File: config.mk
export PLATFORM = sky130hd
export DESIGN_NAME = prim_clock_switch_ctrl
export DESIGN_NICKNAME = d
export VERILOG_FILES = /design/src/rtl/prim_clock_switch_pkg.sv /design/src/rtl/prim_clock_switch_timer.sv /design/src/rtl/prim_clock_switch_ctrl.sv
export SDC_FILE = /design/constraint.sdc
export NUM_CORES = 1
export LEC_CHECK = 0
export ABC_CLOCK_PERIOD_IN_PS = 4300
export CORE_AREA = 3 3 40 42
export CTS_BUF_LIST = sky130_fd_sc_hd__clkbuf_4
export DETAILED_ROUTE_END_ITERATION = 10
export DIE_AREA = 0 0 43 45
export HOLD_SLACK_MARGIN = 0.15
export PLACE_DENSITY_LB_ADDON = 0.08
export RECOVER_POWER = 50
export SETUP_SLACK_MARGIN = 0.02
export SLEW_MARGIN = 20
export SYNTH_ARGS = -nofsm -noshare
export SYNTH_HDL_FRONTEND = slang
export SYNTH_SLANG_ARGS = --single-unit
File: constraint.sdc
create_clock -name clk_i -period 4.3 [get_ports clk_i]
set_input_delay 1.075 -clock clk_i [delete_from_list [all_inputs] [get_ports clk_i]]
set_output_delay 1.075 -clock clk_i [all_outputs]
set_load 0.005 [all_outputs]
File: src/rtl/prim_clock_switch_pkg.sv
// rtl/prim_clock_switch_pkg.sv - shared types and constants for the clock switch controller
//
// Contents:
//   sw_state_e : controller state (IDLE, GATE, SETTLE, DONE), 2-bit
//   SwCntW     : width of the optional switch counter
//   max_int    : constant-foldable max used for timer sizing
package prim_clock_switch_pkg;

  typedef enum logic [1:0] {
    IDLE   = 2'd0,
    GATE   = 2'd1,
    SETTLE = 2'd2,
    DONE   = 2'd3
  } sw_state_e;

  localparam int SwCntW = 8;

  function automatic int max_int(input int a, input int b);
    return (a > b) ? a : b;
  endfunction

endpackage

File: src/rtl/prim_clock_switch_timer.sv
// rtl/prim_clock_switch_timer.sv - loadable down-counter with terminal flag
//
// Ports:
//   clk_i      : clock
//   rst_i      : synchronous active-high reset, clears count to 0
//   load_i     : load load_val_i this edge (has priority over counting)
//   load_val_i : value to load; done_o rises load_val_i cycles later
//   done_o     : count has reached zero
module prim_clock_switch_timer #(
  parameter int W = 3
) (
  input  logic         clk_i,
  input  logic         rst_i,
  input  logic         load_i,
  input  logic [W-1:0] load_val_i,
  output logic         done_o
);

  logic [W-1:0] cnt_q, cnt_d;

  // Stops at zero rather than wrapping; callers only look at the terminal flag.
  always_comb begin
    cnt_d = cnt_q;
    if (load_i) begin
      cnt_d = load_val_i;
    end else if (cnt_q != '0) begin
      cnt_d = cnt_q - W'(1);
    end
  end

  always_ff @(posedge clk_i) begin
    if (rst_i) begin
      cnt_q <= '0;
    end else begin
      cnt_q <= cnt_d;
    end
  end

  assign done_o = (cnt_q == '0);

endmodule

File: src/rtl/prim_clock_switch_ctrl.sv
// rtl/prim_clock_switch_ctrl.sv - glitch-free sequencing of a 2:1 clock mux and its ICG
//
// Optional feature macro: PRIM_CLK_SWITCH_CNT_EN (adds switch_cnt_o).
//
// Ports:
//   clk_i        : always-on reference clock
//   rst_i        : synchronous active-high reset
//   req_i        : switch request level, held until ack_o
//   req_sel_i    : requested source, captured when the request is accepted
//   sel_o        : mux select (registered)
//   gate_en_o    : ICG enable after the mux (registered)
//   ack_o        : switch complete (registered)
//   busy_o       : controller is not idle
//   switch_cnt_o : saturating count of real source changes (macro only)
module prim_clock_switch_ctrl
  import prim_clock_switch_pkg::*;
#(
  parameter int   GateCycles   = 4,
  parameter int   SettleCycles = 2,
  parameter logic DefaultSel   = 1'b0
) (
  input  logic              clk_i,
  input  logic              rst_i,
  input  logic              req_i,
  input  logic              req_sel_i,
  output logic              sel_o,
  output logic              gate_en_o,
  output logic              ack_o,
  output logic              busy_o
`ifdef PRIM_CLK_SWITCH_CNT_EN
  ,
  output logic [SwCntW-1:0] switch_cnt_o
`endif
);

  localparam int CntW = $clog2(max_int(GateCycles, SettleCycles) + 1);

  if (GateCycles < 1 || SettleCycles < 1) begin : g_bad_params
    $error("prim_clock_switch_ctrl: GateCycles and SettleCycles must both be >= 1");
  end

  sw_state_e       state_q, state_d;
  logic            sel_q, sel_d;
  logic            gate_en_q, gate_en_d;
  logic            ack_q, ack_d;
  logic            tgt_q, tgt_d;
  logic            tmr_load;
  logic [CntW-1:0] tmr_val;
  logic            tmr_done;

  prim_clock_switch_timer #(
    .W (CntW)
  ) u_timer (
    .clk_i      (clk_i),
    .rst_i      (rst_i),
    .load_i     (tmr_load),
    .load_val_i (tmr_val),
    .done_o     (tmr_done)
  );

  // Every output change is staged into its own flop on the transition edge,
  // so the mux and ICG never see a decoded or input-dependent glitch.
  // The timer is loaded with N-1 on entry so the state lasts exactly N cycles.
  always_comb begin
    state_d   = state_q;
    sel_d     = sel_q;
    gate_en_d = gate_en_q;
    ack_d     = ack_q;
    tgt_d     = tgt_q;
    tmr_load  = 1'b0;
    tmr_val   = '0;
    case (state_q)
      IDLE: begin
        if (req_i) begin
          tgt_d    = req_sel_i;
          tmr_load = 1'b1;
          if (req_sel_i != sel_q) begin
            state_d   = GATE;
            gate_en_d = 1'b0;
            tmr_val   = CntW'(GateCycles - 1);
          end else begin
            // Already on the requested source: acknowledge without touching the gate.
            state_d = DONE;
            ack_d   = 1'b1;
          end
        end
      end
      GATE: begin
        if (tmr_done) begin
          state_d  = SETTLE;
          sel_d    = tgt_q;
          tmr_load = 1'b1;
          tmr_val  = CntW'(SettleCycles - 1);
        end
      end
      SETTLE: begin
        if (tmr_done) begin
          state_d   = DONE;
          gate_en_d = 1'b1;
          ack_d     = 1'b1;
          tmr_load  = 1'b1;
        end
      end
      DONE: begin
        if (!req_i) begin
          state_d  = IDLE;
          ack_d    = 1'b0;
          tmr_load = 1'b1;
        end
      end
      default: begin
        state_d = IDLE;
      end
    endcase
  end

  always_ff @(posedge clk_i) begin
    if (rst_i) begin
      state_q   <= IDLE;
      sel_q     <= DefaultSel;
      gate_en_q <= 1'b1;
      ack_q     <= 1'b0;
      tgt_q     <= DefaultSel;
    end else begin
      state_q   <= state_d;
      sel_q     <= sel_d;
      gate_en_q <= gate_en_d;
      ack_q     <= ack_d;
      tgt_q     <= tgt_d;
    end
  end

  assign sel_o     = sel_q;
  assign gate_en_o = gate_en_q;
  assign ack_o     = ack_q;
  assign busy_o    = (state_q != IDLE);

`ifdef PRIM_CLK_SWITCH_CNT_EN
  logic [SwCntW-1:0] sw_cnt_q, sw_cnt_d;

  // Counts only GATE->SETTLE, i.e. real source changes; same-source requests skip GATE.
  always_comb begin
    sw_cnt_d = sw_cnt_q;
    if (state_q == GATE && tmr_done && sw_cnt_q != '1) begin
      sw_cnt_d = sw_cnt_q + SwCntW'(1);
    end
  end

  always_ff @(posedge clk_i) begin
    if (rst_i) begin
      sw_cnt_q <= '0;
    end else begin
      sw_cnt_q <= sw_cnt_d;
    end
  end

  assign switch_cnt_o = sw_cnt_q;
`endif

endmodule

==> impl_metrics.csv <==
group,metric,value,unit
synthesis,synth-edff-count,0,
routing,drt_iter0_markers,19,
place,portBuffers,7,
global_routing,grt_pass1_wl,1.86,mm
global_routing,antenna_found_initial,0,
die,die_w,43,um
routing,vias,463,
place,place_congestion,0.773,
cts,cts.reportedPaths.clkPinSlew,0.06,ns
power,leakage,0.277,nW
cts,postCtsHoldBufs,0,
die,die_area,1940,um2
routing,wl_per_cell,11.6,um
cts,clockBufferDepth,2,
critical_path,crit_start,"state_q[0]",
critical_path,timing.rr.start,"u_timer.cnt_q[0]",
cts,clk_latency,0.26,ns
timing,fin_crit_sh,64.5,%
routing,vias_per_cell,5.20,
power,powerDensity,761,nW/um2
cts,cts-resized-gates,0,
timing,fin_ws,1.53,ns
synthesis,synthTopCellsByArea,"dfxtp_1 (32%), ha_1 (13%), a21oi_1 (4.4%)",
cts,cts_tree,"built",
synthesis,synth_seq_cells,9,
timing,tns,0,ns
synthesis,synthCells,65,
synthesis,yosys_warnings,0,
timing,rsz0062_at_grt,"no",
timing,max-slew-margin-rel,54.6,%
critical_path,end_kind,"primary output",
timing,hold_viol,0,
routing,routed_wl,1.03,mm
synthesis,syn_nets,75,
min_path,hold_start,"tgt_q",
timing,period_minus_slack,2.77,ns
critical_path,reg2reg_to,"u_timer.cnt_q[0]",
global_routing,grt_pass1_vias,458,
min_path,worstHoldEndpoint,"tgt_q",
synthesis,netlist_area,571,um2
critical_path,arrival,1.70,ns
global_routing,grt_max_degree,10,
timing,setup-violations-final,0,
routing,drcViolationCount,0,
critical_path,path_class,"flop to primary output",
timing,worstMarginPinSlew,0.680,ns
cts,clock-sinks,9,
die,coreArea,1280,um2
cts,post_cts_buffers,0,
die,start_util,44.4,%
flow_run,drv_cap,0,
min_path,hold_class,"flop to flop",
power,peakVddDrop,0.306,mV
timing,finalHoldWorstSlack,0.465,ns
cts,cts_inserted_buffers,3,
layout,diodes,0,
critical_path,worstPathMaxFanout,9,
routing,firstDrtPassIters,4,
place,dp_hpwl,811,um
layout,area_growth,15.4,%
place,dpl_worst_slack,1.74,ns
timing,fin_skew,0.000928,ns
layout,num-nets-final,85,
synthesis,synth_top_area_share,31.6,%
cts,h-tree-depth,1,
critical_path,critPathRequiredTime,3.22,ns
global_routing,grt_overflow,0,
synthesis,synth.distinct_cells,28,
die,io_pins,8,
synthesis,synth_common_cells,"dfxtp_1 (9), ha_1 (6), inv_1 (6), nand2_1 (6), nor2_1 (6)",
synthesis,yosysMostFrequentCell,"dfxtp_1",
outcome,outcome,"completed",
synthesis,yosysTopAreaCell,"dfxtp_1",
critical_path,setup.worst_path.start_class,"flop",
layout,n_fill_cell,140,
min_path,min_delay_path_depth,2,
global_routing,grtUsageTotal,13.2,%
layout,drive_gt1_share,9.46,%
critical_path,reg2reg_setup_slack,2.46,ns
timing,slew_violations,0,
die,fp-row-count,13,
cts,root_buffer,"clkbuf_4",
synthesis,yosysSeqAreaShare,31.6,%
die,die_h,45,um
routing,ant_nets,0,
synthesis,synthArstFlopShare,0,%
synthesis,ys.flop_type,"dfxtp_1",
critical_path,r2r_cells,6,
timing,max_clock_freq,0.360,GHz
synthesis,avgSynthCellArea,8.78,um2
[cells by family after synthesis]
logic type | share of synthesized area, %
DFF | 31.6
xor gates and xnor gates | 4.39
adders and majority gates | 13.2
AOI/OAI and AO/OA | 22.4
and+or+nand+nor | 17.1
buffers and inverters | 7.24
muxes | 4.17
[sequential cells by signal, indices dropped and copies added (netlist names)]
| name | flops |
|---|---|
| ack_o | 1 |
| gate_en_o | 1 |
| sel_o | 1 |
| state_q | 2 |
| tgt_q | 1 |
| u_timer.cnt_q | 3 |
[placed cells by master (no fill, tap or decap), types with 2 or more instances in the layout]
cell,count
nand2_1,6
ha_1,6
nor2_1,6
a21oi_1,5
o311a_1,2
clkbuf_4,4
dfxtp_1,9
nor2b_1,3
clkdlybuf4s50_1,6
nand3_1,3
inv_1,6
[metrics by stage]
stage | instances | util, % | area, um2 | total power [mW]
2_1_floorplan | 65 | - | 571 | 0.377
3_3_place_gp | 85 | 49.9 | 641 | 0.437
3_5_place_dp | 85 | 49.9 | 641 | 0.435
4_1_cts | 89 | 52.2 | 671 | 0.511
5_1_grt | 89 | 51.2 | 658 | 0.550
6_report | 89 | 51.2 | 658 | 0.501
[where the power goes]
part	switching, mW	internal, mW
combinational	0.158	0.135
sequential	0.0198	0.116
clock	0.0305	0.0421
[routing by layer]
metal	global-route usage, %	routed length (um)	vias to the layer above
met4	1.81	0	0
li1	-	-	247
met1	16.0	507	203
met2	21.3	456	13
met3	7.17	70	0
met5	0	0	-
[critical path, cell delays in order, from the launching register on]
cell	delay [ns]
dfxtp_1	0.36
inv_1	0.08
ha_1	0.31
inv_1	0.17
clkdlybuf4s50_1	0.52
[area by class of cell]
cell class	count	area, um2	area share (%)
clock buffers	4	30.0	4.56
inverters	6	22.5	3.42
multi-input cells	48	337	51.1
flip-flops and latches	9	180	27.4
well taps	15	18.8	2.85
repair buffers	7	70.1	10.6
[worst max path at each step]
stage | to | cells after the start
floorplan | busy_o | 4
global placement | state_q[1] | 4
detailed placement | state_q[1] | 4
CTS | busy_o | 4
global route | busy_o | 4
finish | busy_o | 4
Note: power is estimated with default switching activity, not from simulation.
